<file path="src/rtl/xif_sched_pkg.sv">
// rtl/xif_sched_pkg.sv - shared opcode, funct3 and multiplier-state types for xif_scheduler
package xif_sched_pkg;

  localparam logic [6:0] OPCODE_XIF = 7'h5B;

  typedef enum logic [2:0] {
    OP_ADD = 3'd0,
    OP_SUB = 3'd1,
    OP_MUL = 3'd2
  } xif_op_e;

  typedef enum logic {
    MUL_IDLE = 1'b0,
    MUL_BUSY = 1'b1
  } mul_state_e;

endpackage

</file>
<file path="src/rtl/xif_mul_iter.sv">
// rtl/xif_mul_iter.sv - iterative shift-add multiplier, one step per cycle, low-word product
module xif_mul_iter
  import xif_sched_pkg::*;
#(
  parameter int MUL_STEPS = 32
) (
  input  logic        clk,
  input  logic        reset,
  input  logic        start_i,
  input  logic [31:0] op_a_i,
  input  logic [31:0] op_b_i,
  output logic        busy_o,
  output logic        last_o,
  output logic [31:0] product_o
);

  localparam int CNT_W = $clog2(MUL_STEPS);
  localparam logic [CNT_W-1:0] CNT_LAST = CNT_W'(MUL_STEPS - 1);

  mul_state_e state_q, state_d;
  logic [CNT_W-1:0] count_q, count_d;
  logic [31:0] acc_q, acc_d;
  logic [31:0] mcand_q, mcand_d;
  logic [31:0] mplier_q, mplier_d;
  logic [31:0] partial_sum;

  always_ff @(posedge clk) begin
    if (reset) begin
      state_q <= MUL_IDLE;
    end else begin
      state_q <= state_d;
    end
  end

  always_comb begin
    state_d = state_q;
    case (state_q)
      MUL_IDLE: if (start_i) state_d = MUL_BUSY;
      MUL_BUSY: if (count_q == CNT_LAST) state_d = MUL_IDLE;
      default:  state_d = MUL_IDLE;
    endcase
  end

  always_comb begin
    busy_o = (state_q == MUL_BUSY);
    last_o = busy_o && (count_q == CNT_LAST);
  end

  // product_o is the accumulator after the current step; the top samples it on last_o
  always_comb begin
    partial_sum = mplier_q[0] ? mcand_q : 32'd0;
    product_o   = acc_q + partial_sum;
    count_d     = count_q;
    acc_d       = acc_q;
    mcand_d     = mcand_q;
    mplier_d    = mplier_q;
    if (start_i && !busy_o) begin
      count_d  = '0;
      acc_d    = 32'd0;
      mcand_d  = op_a_i;
      mplier_d = op_b_i;
    end else if (busy_o) begin
      count_d  = count_q + 1'b1;
      acc_d    = product_o;
      mcand_d  = mcand_q << 1;
      mplier_d = mplier_q >> 1;
    end
  end

  always_ff @(posedge clk) begin
    if (reset) begin
      count_q  <= '0;
      acc_q    <= 32'd0;
      mcand_q  <= 32'd0;
      mplier_q <= 32'd0;
    end else begin
      count_q  <= count_d;
      acc_q    <= acc_d;
      mcand_q  <= mcand_d;
      mplier_q <= mplier_d;
    end
  end

endmodule

</file>
<file path="src/rtl/xif_scheduler.sv">
// rtl/xif_scheduler.sv - decodes custom R-type ops, runs ALU/multiplier, shares one result port
module xif_scheduler
  import xif_sched_pkg::*;
#(
  parameter int MUL_STEPS = 32
) (
  input  logic        clk,
  input  logic        reset,
  input  logic        issue_valid_i,
  input  logic [31:0] issue_instr_i,
  input  logic [31:0] issue_op0_i,
  input  logic [31:0] issue_op1_i,
  input  logic [3:0]  issue_id_i,
  output logic        issue_ready_o,
  output logic        issue_accept_o,
  output logic        result_valid_o,
  output logic [3:0]  result_id_o,
  output logic [4:0]  result_rd_o,
  output logic [31:0] result_o
);

  logic [6:0]  opcode;
  logic [2:0]  funct3;
  logic [6:0]  funct7;
  logic [4:0]  rd;
  logic        unused_instr;
  logic        is_mul;
  logic        fire;
  logic        alu_fire;
  logic        mul_start;
  logic        mul_busy;
  logic        mul_last;
  logic [31:0] mul_product;
  logic [31:0] alu_result;

  logic [3:0]  mul_id_q, mul_id_d;
  logic [4:0]  mul_rd_q, mul_rd_d;
  logic        res_valid_q, res_valid_d;
  logic [3:0]  res_id_q, res_id_d;
  logic [4:0]  res_rd_q, res_rd_d;
  logic [31:0] res_data_q, res_data_d;

  assign opcode       = issue_instr_i[6:0];
  assign rd           = issue_instr_i[11:7];
  assign funct3       = issue_instr_i[14:12];
  assign funct7       = issue_instr_i[31:25];
  assign unused_instr = ^issue_instr_i[24:15];

  always_comb begin
    is_mul         = (funct3 == OP_MUL);
    issue_accept_o = (opcode == OPCODE_XIF) && (funct7 == 7'd0) &&
                     ((funct3 == OP_ADD) || (funct3 == OP_SUB) || (funct3 == OP_MUL));
    // the last multiply step owns the next result slot, so nothing may issue then
    issue_ready_o  = !(mul_busy && ((issue_accept_o && is_mul) || mul_last));
    fire           = issue_valid_i && issue_ready_o && issue_accept_o;
    alu_fire       = fire && !is_mul;
    mul_start      = fire && is_mul;
    alu_result     = (funct3 == OP_SUB) ? (issue_op0_i - issue_op1_i)
                                        : (issue_op0_i + issue_op1_i);
  end

  xif_mul_iter #(
    .MUL_STEPS (MUL_STEPS)
  ) u_mul (
    .clk       (clk),
    .reset     (reset),
    .start_i   (mul_start),
    .op_a_i    (issue_op0_i),
    .op_b_i    (issue_op1_i),
    .busy_o    (mul_busy),
    .last_o    (mul_last),
    .product_o (mul_product)
  );

  always_comb begin
    mul_id_d    = mul_id_q;
    mul_rd_d    = mul_rd_q;
    res_valid_d = 1'b0;
    res_id_d    = res_id_q;
    res_rd_d    = res_rd_q;
    res_data_d  = res_data_q;
    if (mul_start) begin
      mul_id_d = issue_id_i;
      mul_rd_d = rd;
    end
    if (mul_last) begin
      res_valid_d = 1'b1;
      res_id_d    = mul_id_q;
      res_rd_d    = mul_rd_q;
      res_data_d  = mul_product;
    end else if (alu_fire) begin
      res_valid_d = 1'b1;
      res_id_d    = issue_id_i;
      res_rd_d    = rd;
      res_data_d  = alu_result;
    end
  end

  always_ff @(posedge clk) begin
    if (reset) begin
      mul_id_q    <= 4'd0;
      mul_rd_q    <= 5'd0;
      res_valid_q <= 1'b0;
      res_id_q    <= 4'd0;
      res_rd_q    <= 5'd0;
      res_data_q  <= 32'd0;
    end else begin
      mul_id_q    <= mul_id_d;
      mul_rd_q    <= mul_rd_d;
      res_valid_q <= res_valid_d;
      res_id_q    <= res_id_d;
      res_rd_q    <= res_rd_d;
      res_data_q  <= res_data_d;
    end
  end

  assign result_valid_o = res_valid_q;
  assign result_id_o    = res_id_q;
  assign result_rd_o    = res_rd_q;
  assign result_o       = res_data_q;

endmodule

</file>
<file path="config.mk">
export PLATFORM = sky130hd
export DESIGN_NAME = xif_scheduler
export DESIGN_NICKNAME = d
export VERILOG_FILES = /design/src/rtl/xif_sched_pkg.sv /design/src/rtl/xif_mul_iter.sv /design/src/rtl/xif_scheduler.sv
export SDC_FILE = /design/constraint.sdc
export NUM_CORES = 1
export LEC_CHECK = 0
export BUFFER_PORTS_ARGS = -buffer_cell sky130_fd_sc_hd__clkbuf_2
export CAP_MARGIN = 20
export CORE_MARGIN = 5
export CORE_UTILIZATION = 45
export CTS_CLUSTER_DIAMETER = 30
export CTS_CLUSTER_SIZE = 14
export DETAILED_ROUTE_END_ITERATION = 16
export PLACE_DENSITY = 0.65
export SLEW_MARGIN = 20
export SYNTH_ARGS = -nofsm -noshare
export SYNTH_HDL_FRONTEND = slang
export SYNTH_SLANG_ARGS = --single-unit
export TNS_END_PERCENT = 30
</file>
<file path="constraint.sdc">
create_clock -name clk -period 9.9 [get_ports clk]
set_input_delay 1.485 -clock clk [delete_from_list [all_inputs] [get_ports clk]]
set_output_delay 1.485 -clock clk [all_outputs]
set_load 0.01 [all_outputs]
</file>
==> results.json <==
{
  "synth_area_leaders": "dfxtp_1 (30%), ha_1 (7.9%), a21oi_1 (7.7%)",
  "wire_per_inst_um": 18.2,
  "rsz0062_at_grt": "false",
  "netlist_area_um2": 10300,
  "min_path_cells": 2,
  "numClockSinks": 153,
  "worstMarginPinSlew_ns": 1.13,
  "path_cells": "clkbuf_2, inv_1, ha_1, nand4bb_1, or2_2, nor4_1, and2_1, nor2_1, xnor2_1, ha_1, a21o_1, a21o_1, a21oi_1, o21ai_0, a21oi_1, o21bai_1, a21boi_0, xor2_1, a21oi_1",
  "avgSynthCellArea_um2": 7.84,
  "relSlewSlack_pct": 24.8,
  "yosysMostFrequentCell": "a21oi_1",
  "crit_path_max_fanout": 6,
  "syn_to_final_growth_pct": 14.0,
  "cp.required_ns": 10.21,
  "clockBufferDepth": 2,
  "critPathSlowestCell": "nor4_1",
  "fin_crit_sh_pct": 54.1,
  "ff2ff_setup_slack_ns": 5.65,
  "r2r_end": "result_o[30]",
  "drc_errors": 0,
  "peakVddDrop_v": 0.000107,
  "whs_endpoint": "u_mul.mplier_q[9]",
  "coreArea_um2": 22600,
  "grt_max_degree": 77,
  "cts_hold_buffers": 0,
  "yosysTopAreaCellShare_pct": 29.7,
  "ys_async_sr_fraction_pct": 0,
  "overflow": 0,
  "antenna_found_initial": 0,
  "nets": 1562,
  "min_from": "u_mul.mplier_q[9]",
  "met3_length_um": 1840,
  "clkTransAtPathRegs_ns": 0.06,
  "criticalPathCategory": "primary input to register",
  "routed_via_density": 5.89,
  "syn_nets": 1484,
  "layout_min_cycle_time_ns": 5.35,
  "grt_usage_pct": 23.2,
  "initial_core_util_pct": 45.6,
  "die_area_um2": 26000,
  "dp_cells": 1657,
  "wl_met1_um": 15000,
  "top_layer_used": "met4",
  "cts_buffers": 17,
  "io_pins": 147,
  "max-cap-violations": 0,
  "maxClockFrequency_ghz": 0.187,
  "ant_nets": 0,
  "ys_warn_count": 0,
  "portBuffers": 136,
  "totalWireLength_um": 30700,
  "dp_hpwl_um": 22200,
  "diodes": 0,
  "hold_viol": 0,
  "finalSetupTns_ns": 0,
  "synth-edff-count": 0,
  "p_leak_nw": 4.71,
  "setup_viol": 0,
  "grt_pass1_vias": 9277,
  "cts_setup_buffers": 0,
  "fin_worst_skew_ns": 0.00947,
  "path_buf_inv": 2,
  "dr.pass1.iters": 7,
  "place_area_um2": 11100,
  "post-layout-total-power_w": 0.00157,
  "synthFlopType": "dfxtp_1",
  "powerDensity_nw_per_um2": 134,
  "worstSkewPairLatency_ns": 0.43,
  "final_cell_count_no_fill": 1689,
  "slowest_delay_ns": 0.59,
  "gp_congestion": 0.897,
  "cts_max_level": 4,
  "fin_area_um2": 11700,
  "drive_above_1_share_pct": 13.9,
  "wl_met2_um": 13300,
  "synth_seq_area_share_pct": 29.7,
  "cp-end-kind": "register",
  "ff2ff_path_depth": 11,
  "die_y_um": 161,
  "dr_total_vias": 9954,
  "cpMostUsedCell": "a21oi_1",
  "yosys.cell_types.count": 70,
  "synth-seq-cells": 153,
  "cp-start-kind": "primary input",
  "crit_family": "compound AO/OA/AOI/OAI gates",
  "arrival_ns": 5.66,
  "regToRegStartpoint": "u_mul.mplier_q[0]",
  "cts-resized-gates": 0,
  "std_cell_rows": 55,
  "slew_viol_final": 0,
  "cts_tree": "done",
  "root_buffer": "clkbuf_16",
  "yosysTopAreaCell": "dfxtp_1",
  "worst_hold_slack_ns": 0.457,
  "grt_first_pass_wirelength_um": 49300,
  "status": "complete, no violations",
  "hp-class": "register to register",
  "die_x_um": 161,
  "synth_common_cells": "a21oi_1 (158), dfxtp_1 (153), nand2_1 (152)",
  "drtIter0Drc": 794,
  "synth_cells": 1314
}
## worst max path at each step
| stage | start | endpoint | slack (ns) | depth (start not counted) |
|---|---|---|---|---|
| floorplan | issue_op1_i[0] | result_o[26] | 4.98 | 17 |
| global placement | issue_op1_i[0] | result_o[26] | 4.27 | 18 |
| detailed placement | issue_op1_i[0] | result_o[26] | 4.18 | 18 |
| CTS | issue_op1_i[0] | result_o[26] | 4.64 | 18 |
| global route | issue_op1_i[0] | result_o[26] | 4.22 | 17 |
| finish | issue_op1_i[0] | result_o[27] | 4.55 | 19 |
## placed cells by master, fill, tap and decap left out, types with 36 or more instances in the layout
master	count
a21o_1	36
a21oi_1	158
a22oi_1	61
and2_1	36
clkbuf_2	135
dfxtp_1	152
ha_1	65
mux2i_1	37
nand2_1	151
nor2_1	126
o21ai_0	48
xnor2_1	55
## logic make-up (layout without fill, tap and decap cells)
kind of cell	Yosys count	in the layout	synth area share, %
compound gates	427	427	27.0
xor+xnor	84	84	7.14
fa+ha+maj	67	67	8.28
buf+inv	111	201	4.15
flops	153	153	29.7
mux	39	39	3.81
simple gates	433	433	19.9
## routing by layer
metal | vias up | global-route usage (%)
met5 | - | 0
met1 | 4655 | 33.4
li1 | 4940 | -
met3 | 40 | 4.24
met2 | 319 | 35.9
met4 | 0 | 5.78
## worst reg2reg max path, delay by kind of cell (launching register included)
kind | cells | cell delay (ns)
simple gates | 2 | 0.46
xor+xnor | 1 | 0.29
compound gates | 7 | 1.99
fa+ha+maj | 1 | 0.29
flops | 1 | 1.06
## final cells by class
class,instances,area [µm²]
clock buffer,21,470
fill,2202,10800
multi-input combinational,1050,6830
sequential,153,3070
timing repair buffer,145,763
tap,285,357
inverter,25,93.8
clock inverter,10,166
## per-stage QoR
step	setup slack (ns)	util (%)
after floorplan	4.98	-
after global placement	4.27	49.1
after detailed placement	4.18	49.1
after CTS	4.64	51.9
after global routing	4.22	52.0
final	4.55	52.0
## registers in the layout, indices dropped and copies added (netlist names)
| signal | cells |
|---|---|
| u_mul.acc_q | 32 |
| result_valid_o | 1 |
| result_id_o | 4 |
| mul_id_q | 4 |
| result_rd_o | 5 |
| u_mul.mcand_q | 32 |
| result_o | 32 |
| u_mul.mplier_q | 32 |
| u_mul.busy_o | 1 |
| mul_rd_q | 5 |
| u_mul.count_q | 5 |
## where the power goes
part	internal [W]	total, W	switching, W
Clock	0.000442	0.000717	0.000275
Sequential	0.000615	0.000615	0.00000000233
Combinational	0.0000937	0.000238	0.000144
No activity file was read; power rests on OpenSTA's default activity.
